===== src/rtl/bash_perm_ctrl.sv =====
// bash_perm_ctrl: sequencer for the bash-f permutation core.
// Turns prep/start pulses from the register map into a load strobe, a train
// of round-enable pulses with round index, and a result-capture strobe, and
// reports active/ready plus a sticky dropped-request error flag.
module bash_perm_ctrl #(
    parameter int NROUNDS   = 24,
    parameter int ROUND_LAT = 1,
    parameter int RIDX_W    = 5
) (
    input  logic              clk_i,
    input  logic              rst_i,
    input  logic              prep_i,
    input  logic              start_i,
    output logic              load_o,
    output logic              round_en_o,
    output logic [RIDX_W-1:0] round_idx_o,
    output logic              out_we_o,
    output logic              active_o,
    output logic              rdy_o,
    output logic              err_o
);

    // Wait counter only needs to hold ROUND_LAT-1.
    localparam int WCNT_W = (ROUND_LAT > 1) ? $clog2(ROUND_LAT) : 1;
    localparam logic [RIDX_W-1:0] LAST_R  = RIDX_W'(NROUNDS - 1);
    localparam logic [WCNT_W-1:0] WLOAD   = WCNT_W'(ROUND_LAT - 1);

    typedef enum logic [2:0] {
        S_IDLE,
        S_LOAD,
        S_ROUND,
        S_WAIT,
        S_CAPTURE,
        S_DONE
    } state_t;

    state_t              state_q, state_d;
    logic [RIDX_W-1:0]   rnd_q, rnd_d;
    logic [WCNT_W-1:0]   wcnt_q, wcnt_d;
    logic                prepped_q, prepped_d;
    logic                rdy_q, rdy_d;
    logic                err_q, err_d;

    // State and status registers; reset aborts any run in flight.
    always_ff @(posedge clk_i) begin
        if (rst_i) begin
            state_q   <= S_IDLE;
            rnd_q     <= '0;
            wcnt_q    <= '0;
            prepped_q <= 1'b0;
            rdy_q     <= 1'b0;
            err_q     <= 1'b0;
        end else begin
            state_q   <= state_d;
            rnd_q     <= rnd_d;
            wcnt_q    <= wcnt_d;
            prepped_q <= prepped_d;
            rdy_q     <= rdy_d;
            err_q     <= err_d;
        end
    end

    // Next-state logic: request arbitration, round sequencing, error capture.
    always_comb begin
        state_d   = state_q;
        rnd_d     = rnd_q;
        wcnt_d    = wcnt_q;
        prepped_d = prepped_q;
        rdy_d     = rdy_q;
        err_d     = err_q;

        case (state_q)
            S_IDLE, S_DONE: begin
                if (prep_i) begin
                    // Accepted prep clears the error; a start in the same
                    // cycle is dropped and re-raises it.
                    state_d = S_LOAD;
                    rdy_d   = 1'b0;
                    err_d   = start_i;
                end else if (start_i) begin
                    if (prepped_q) begin
                        state_d   = S_ROUND;
                        rnd_d     = '0;
                        prepped_d = 1'b0;
                    end else begin
                        err_d = 1'b1;
                    end
                end
            end

            S_LOAD: begin
                prepped_d = 1'b1;
                state_d   = S_IDLE;
                if (prep_i || start_i) err_d = 1'b1;
            end

            S_ROUND: begin
                if (ROUND_LAT == 1) begin
                    if (rnd_q < LAST_R) rnd_d = rnd_q + RIDX_W'(1);
                    else                state_d = S_CAPTURE;
                end else begin
                    state_d = S_WAIT;
                    wcnt_d  = WLOAD;
                end
                if (prep_i || start_i) err_d = 1'b1;
            end

            S_WAIT: begin
                if (wcnt_q == WCNT_W'(1)) begin
                    if (rnd_q < LAST_R) begin
                        rnd_d   = rnd_q + RIDX_W'(1);
                        state_d = S_ROUND;
                    end else begin
                        state_d = S_CAPTURE;
                    end
                end else begin
                    wcnt_d = wcnt_q - WCNT_W'(1);
                end
                if (prep_i || start_i) err_d = 1'b1;
            end

            S_CAPTURE: begin
                state_d = S_DONE;
                rdy_d   = 1'b1;
                if (prep_i || start_i) err_d = 1'b1;
            end

            default: state_d = S_IDLE;
        endcase
    end

    // Moore outputs decoded from the state register.
    assign load_o      = (state_q == S_LOAD);
    assign round_en_o  = (state_q == S_ROUND);
    assign out_we_o    = (state_q == S_CAPTURE);
    assign active_o    = (state_q == S_ROUND) || (state_q == S_WAIT) ||
                         (state_q == S_CAPTURE);
    assign round_idx_o = rnd_q;
    assign rdy_o       = rdy_q;
    assign err_o       = err_q;

endmodule

===== config.mk =====
export PLATFORM = sky130hd
export DESIGN_NAME = bash_perm_ctrl
export DESIGN_NICKNAME = d
export VERILOG_FILES = /design/src/rtl/bash_perm_ctrl.sv
export SDC_FILE = /design/constraint.sdc
export NUM_CORES = 1
export LEC_CHECK = 0
export ABC_CLOCK_PERIOD_IN_PS = 1750
export CAP_MARGIN = 20
export CORE_ASPECT_RATIO = 0.8
export CORE_MARGIN = 4
export CORE_UTILIZATION = 44
export DETAILED_ROUTE_END_ITERATION = 10
export GPL_TIMING_DRIVEN = 0
export HOLD_SLACK_MARGIN = 0.08
export PLACE_DENSITY_LB_ADDON = 0.2
export SETUP_SLACK_MARGIN = 0.3
export SLEW_MARGIN = 40
export SYNTH_ARGS = -nofsm -noshare
export SYNTH_HDL_FRONTEND = slang
export SYNTH_SLANG_ARGS = --single-unit

===== constraint.sdc =====
create_clock -name clk_i -period 1.75 [get_ports clk_i]
set_input_delay 0.525 -clock clk_i [delete_from_list [all_inputs] [get_ports clk_i]]
set_output_delay 0.525 -clock clk_i [all_outputs]
set_load 0.005 [all_outputs]

# == Word-level counts from Yosys, hierarchy flattened ==
# Index checks and enable logic that the tools add are counted.
# op_classes
add_sub_neg,2
order_cmp,1
eq_ne,15
muxes,24
reduce_logical,15
# ops
op,count
$mux 5,5
$mux 3,6
$pmux 5 s3,1
$ne 2x2->1 const B,6
$pmux 3 s4,1
$ne 3x3->1 const B,3
$mux 1,8
$reduce_and 4->1,2
$eq 3x2->1 const B,2
$eq 3x3->1 const B,2
$pmux 1 s2,3
$reduce_bool 2->1,3
$add 5x1->5 const B,1
$lt 5x5->1 const B,1
$reduce_and 5->1,1
$reduce_or 4->1,1
$eq 3x1->1 const B,1
$logic_not 3->1,1
$logic_or 1x1->1,3
$reduce_and 3->1,1
$reduce_bool 3->1,1
$ne 2x1->1 const B,1
$reduce_and 2->1,1
$reduce_or 2->1,1
$sub 1x1->1 const B,1
# word_totals
regBits,12
in_bits,4
out_inout_bits,11
word_cells,63

# == Longest topological paths before layout ==
# Gate-level depths: netlist of the first run.
# logic_depth
word_depth,4
ltp_mapped,6
ltp_nobuf,5

# == Least setup slack after synthesis of the first run ==
# Ideal clock, no wire load.
# synth_path
path_type,input to register
from,input prep_i
to,"register rnd_q[3], in the netlist round_idx_o[3]"
setup_time_ns,0.120
t_arrival_ns,1.649
required_ns,1.630
slack_ns,-0.018
path_stages,5
path_buffers,1
path_cell_list,clkbuf_1 -> nand2b_1 -> a222oi_1 -> nor2_1 -> a211o_1
# synth_between
elab_chain_len,2
# synth_lines
element,line_no,text
"start, declared",12,"input logic prep_i,"
$ne 2x2->1 (no source line),n/a,
$reduce_and 5->1 (no source line),n/a,
"end signal, assigned",55,rnd_q <= rnd_d;
"end, declared",38,"logic [RIDX_W-1:0] rnd_q, rnd_d;"
# No other way between the ends.
# A chain may end at the register's enable or synchronous reset.

# == Worst setup path in the final report of the first run ==
# layout_path
from,register state_q[1]
to,output active_o
# layout_between
elab_chain_len,3
word_cells_on_any_way,5
cone_classes,eq/ne: 3; reduce/logical: 2
# layout_lines
element,line_no,text
"start, declared",37,"state_t state_q, state_d;"
"start signal, assigned",54,state_q <= state_d;
$eq 3x2->1,136,assign active_o = (state_q == S_ROUND) || (state_q == S_WAIT) ||
$logic_or 1x1->1,136,
$logic_or 1x1->1 (*),136,
"end, declared",18,"output logic active_o,"
# Mark *: on every way between the ends. The rest lies on a longest branch, timed or not.

==> metrics.txt, run 1 <==
outcome=finished clean; share of layout cells above drive strength 1=48.9%; core footprint=1610 um^2; cells after synthesis=92; leading cell types in the layout, fill and taps excluded=buf_4 (19), nor2_1 (9), a21oi_1 (7), buf_2 (6), dlygate4sd2_1 (6); GRT overflow=0; CP Max Fanout=5; Post-DP HPWL=1320 um; I/O pin cnt=15; nets=137; Synthesis Warnings=0; root buf cell=clkbuf_4; synth-to-layout area growth=66.3%; largest net degree at the start of global routing=11; vias in the first global route=835; Hold WC Path Type=register to register; Yosys top cell area share=32.2%; fin crit share=95.9%; clock transition at the registers of the reported paths=0.08 ns; final hold vios=0; Cell Chain, Critical Path=or2b_4 -> o21ai_2 -> buf_2; ANT cells=0; Worst Skew=0.00365 ns; slowest cell delay on critical path=0.36 ns; syn nets=97; initial antenna violation count=0; dominant cell type by area after synthesis=dfxtp_1; Yosys reg bits=12; Routed WL per cell=16.1 um; Final Max Tran Viols=0; P per Cell Area=618 nW/um^2; Slowest cell on crit path=dfxtp_2; Synth cell types=33; Leak=0.559 nW; Initial DRC Count=37; post-layout min period=1.68 ns; pre-CTS WS=-0.620 ns; GRT Total Usage=22.4%; RSZ-0062 raised after global routing=true; DIE HEIGHT=44.9 um; EDFF count, synth=0; Peak VDD IR=0.000579 V; clock sink count=12; TritonCTS clock tree=done; Initial Util=46.4%; asr flop ratio synth=0%; via count=867; drt via density=5.67; CP Class=register to output pin; Final WS setup=0.0712 ns; Mapped Avg Cell Area=8.12 um^2; Clock Latency Late Sink=0.29 ns; Worst Path Arrival=1.15 ns; gpl congestion=0.772; max cap viols=0; Worst Setup End Kind=output pin; R2R Setup Slk=0.09 ns; # setup viols final=0; worst-margin pin slew=0.286 ns; Row Count=13; Slew HR=80.9%; crit start category=register; Antenna Nets Post-Route=0; most common cell after layout, fill and taps aside=buf_4; Seq/Total Area, Yosys=32.2%; WHS=0.486 ns; Inserted Clock Buffers=3; Max Freq=0.596 GHz; Die ar.=2420 um^2; Synth Cell Area=747 um^2; DRC=0; WL final=2460 um; first-pass GRT wire length=3820 um; Port Buffers=14; synth top area cells=dfxtp_1 (32%), nor2_1 (6.5%), a21oi_1 (4.7%), nand2b_1 (4.2%), nand3b_1 (4.0%); clk buf depth=2; drt pass-1 iters=4; CTS H-Tree Depth=1; WP data required=1.22 ns; dominant synthesized flop cell=dfxtp_1; Die X=54.1 um
through the flow:
| stage | power [mW] | setup TNS (ns) | std cells | area (um^2) | utilization (%) |
|---|---|---|---|---|---|
| final | 0.767 | 0 | 153 | 1240 | 77.2 |
| after detailed placement | 0.472 | -3.52 | 128 | 947 | 58.8 |
| after global routing | 0.808 | 0 | 153 | 1240 | 77.2 |
| after floorplan | 0.416 | 0 | 92 | 779 | - |
| after CTS | 0.735 | 0 | 146 | 1150 | 71.4 |
| after global placement | 0.468 | -3.22 | 128 | 947 | 58.8 |
registers in the layout, indices dropped and copies added (netlist names):
register and flops:
round_idx_o 5, prepped_q 1, wcnt_q 1, state_q 3, err_o 1, rdy_o 1
cell families after synthesis:
group | synth area share (%)
compound gates | 23.8
xor+xnor | 3.69
fa+ha+maj | 1.67
buf+inv | 6.87
flops | 32.2
mux | 1.51
simple gates | 30.3
synth_stat cells (2+ instances only):
cell type	instances
nor2_1	13
dfxtp_1	12
a21oi_1	7
nand2b_1	5
nor3_1	5
nand3b_1	4
nor2b_1	4
o21ai_0	4
and3_1	3
clkbuf_1	3
o21ai_1	3
a32o_1	2
buf_2	2
buf_6	2
inv_1	2
nand3_1	2
o22ai_1	2
or2b_1	2
path summary, 6_finish.rpt:
kind,to,startpoint,cells after the start
max,active_o,state_q[1],3
min,rdy_o,rdy_o,2
max reg2reg,round_idx_o[0],state_q[1],6
min reg2reg,rdy_o,rdy_o,2
where the power goes:
part	internal [mW]	switching, mW	leakage (nW)
registers	0.281	0.0131	0.103
logic	0.129	0.114	0.435
clock network	0.127	0.103	0.0210
critical path: cells and delay by family (launching register included):
| family | cells | cell delay [ns] |
|---|---|---|
| and+or+nand+nor | 1 | 0.29 |
| DFF | 1 | 0.36 |
| buffers and inverters | 1 | 0.12 |
| AOI/OAI and AO/OA | 1 | 0.10 |
layer usage:
metal	global-route usage, %	share of wire [%]	vias up
li1	-	-	417
met1	29.0	44	411
met2	34.1	48	32
met3	9.57	5.6	7
met4	6.47	1.7	0
met5	0	0	-
cell type report:
type,instances,area (um^2)
clock buffers,4,36.3
multi-input cells,71,548
plain buffers,7,93.8
flip-flops and latches,12,262
well taps,22,27.5
fillers,102,368
repair buffers,35,268
inverters,2,7.51
what timing repair did:
action,4_1_cts,5_1_grt
hold buffers,0,0
buffers inserted,14,7
pin swaps,8,5
setup endpoints to repair,18,13
resized for setup,60,12
Note: power is estimated with default switching activity, not from simulation.
==> inputs of run 2 (changes only) <==
- SLEW_MARGIN: 40 -> 10
==> results of run 2 <==
No change in the layout: final DEF, timing and power equal those of run 1.
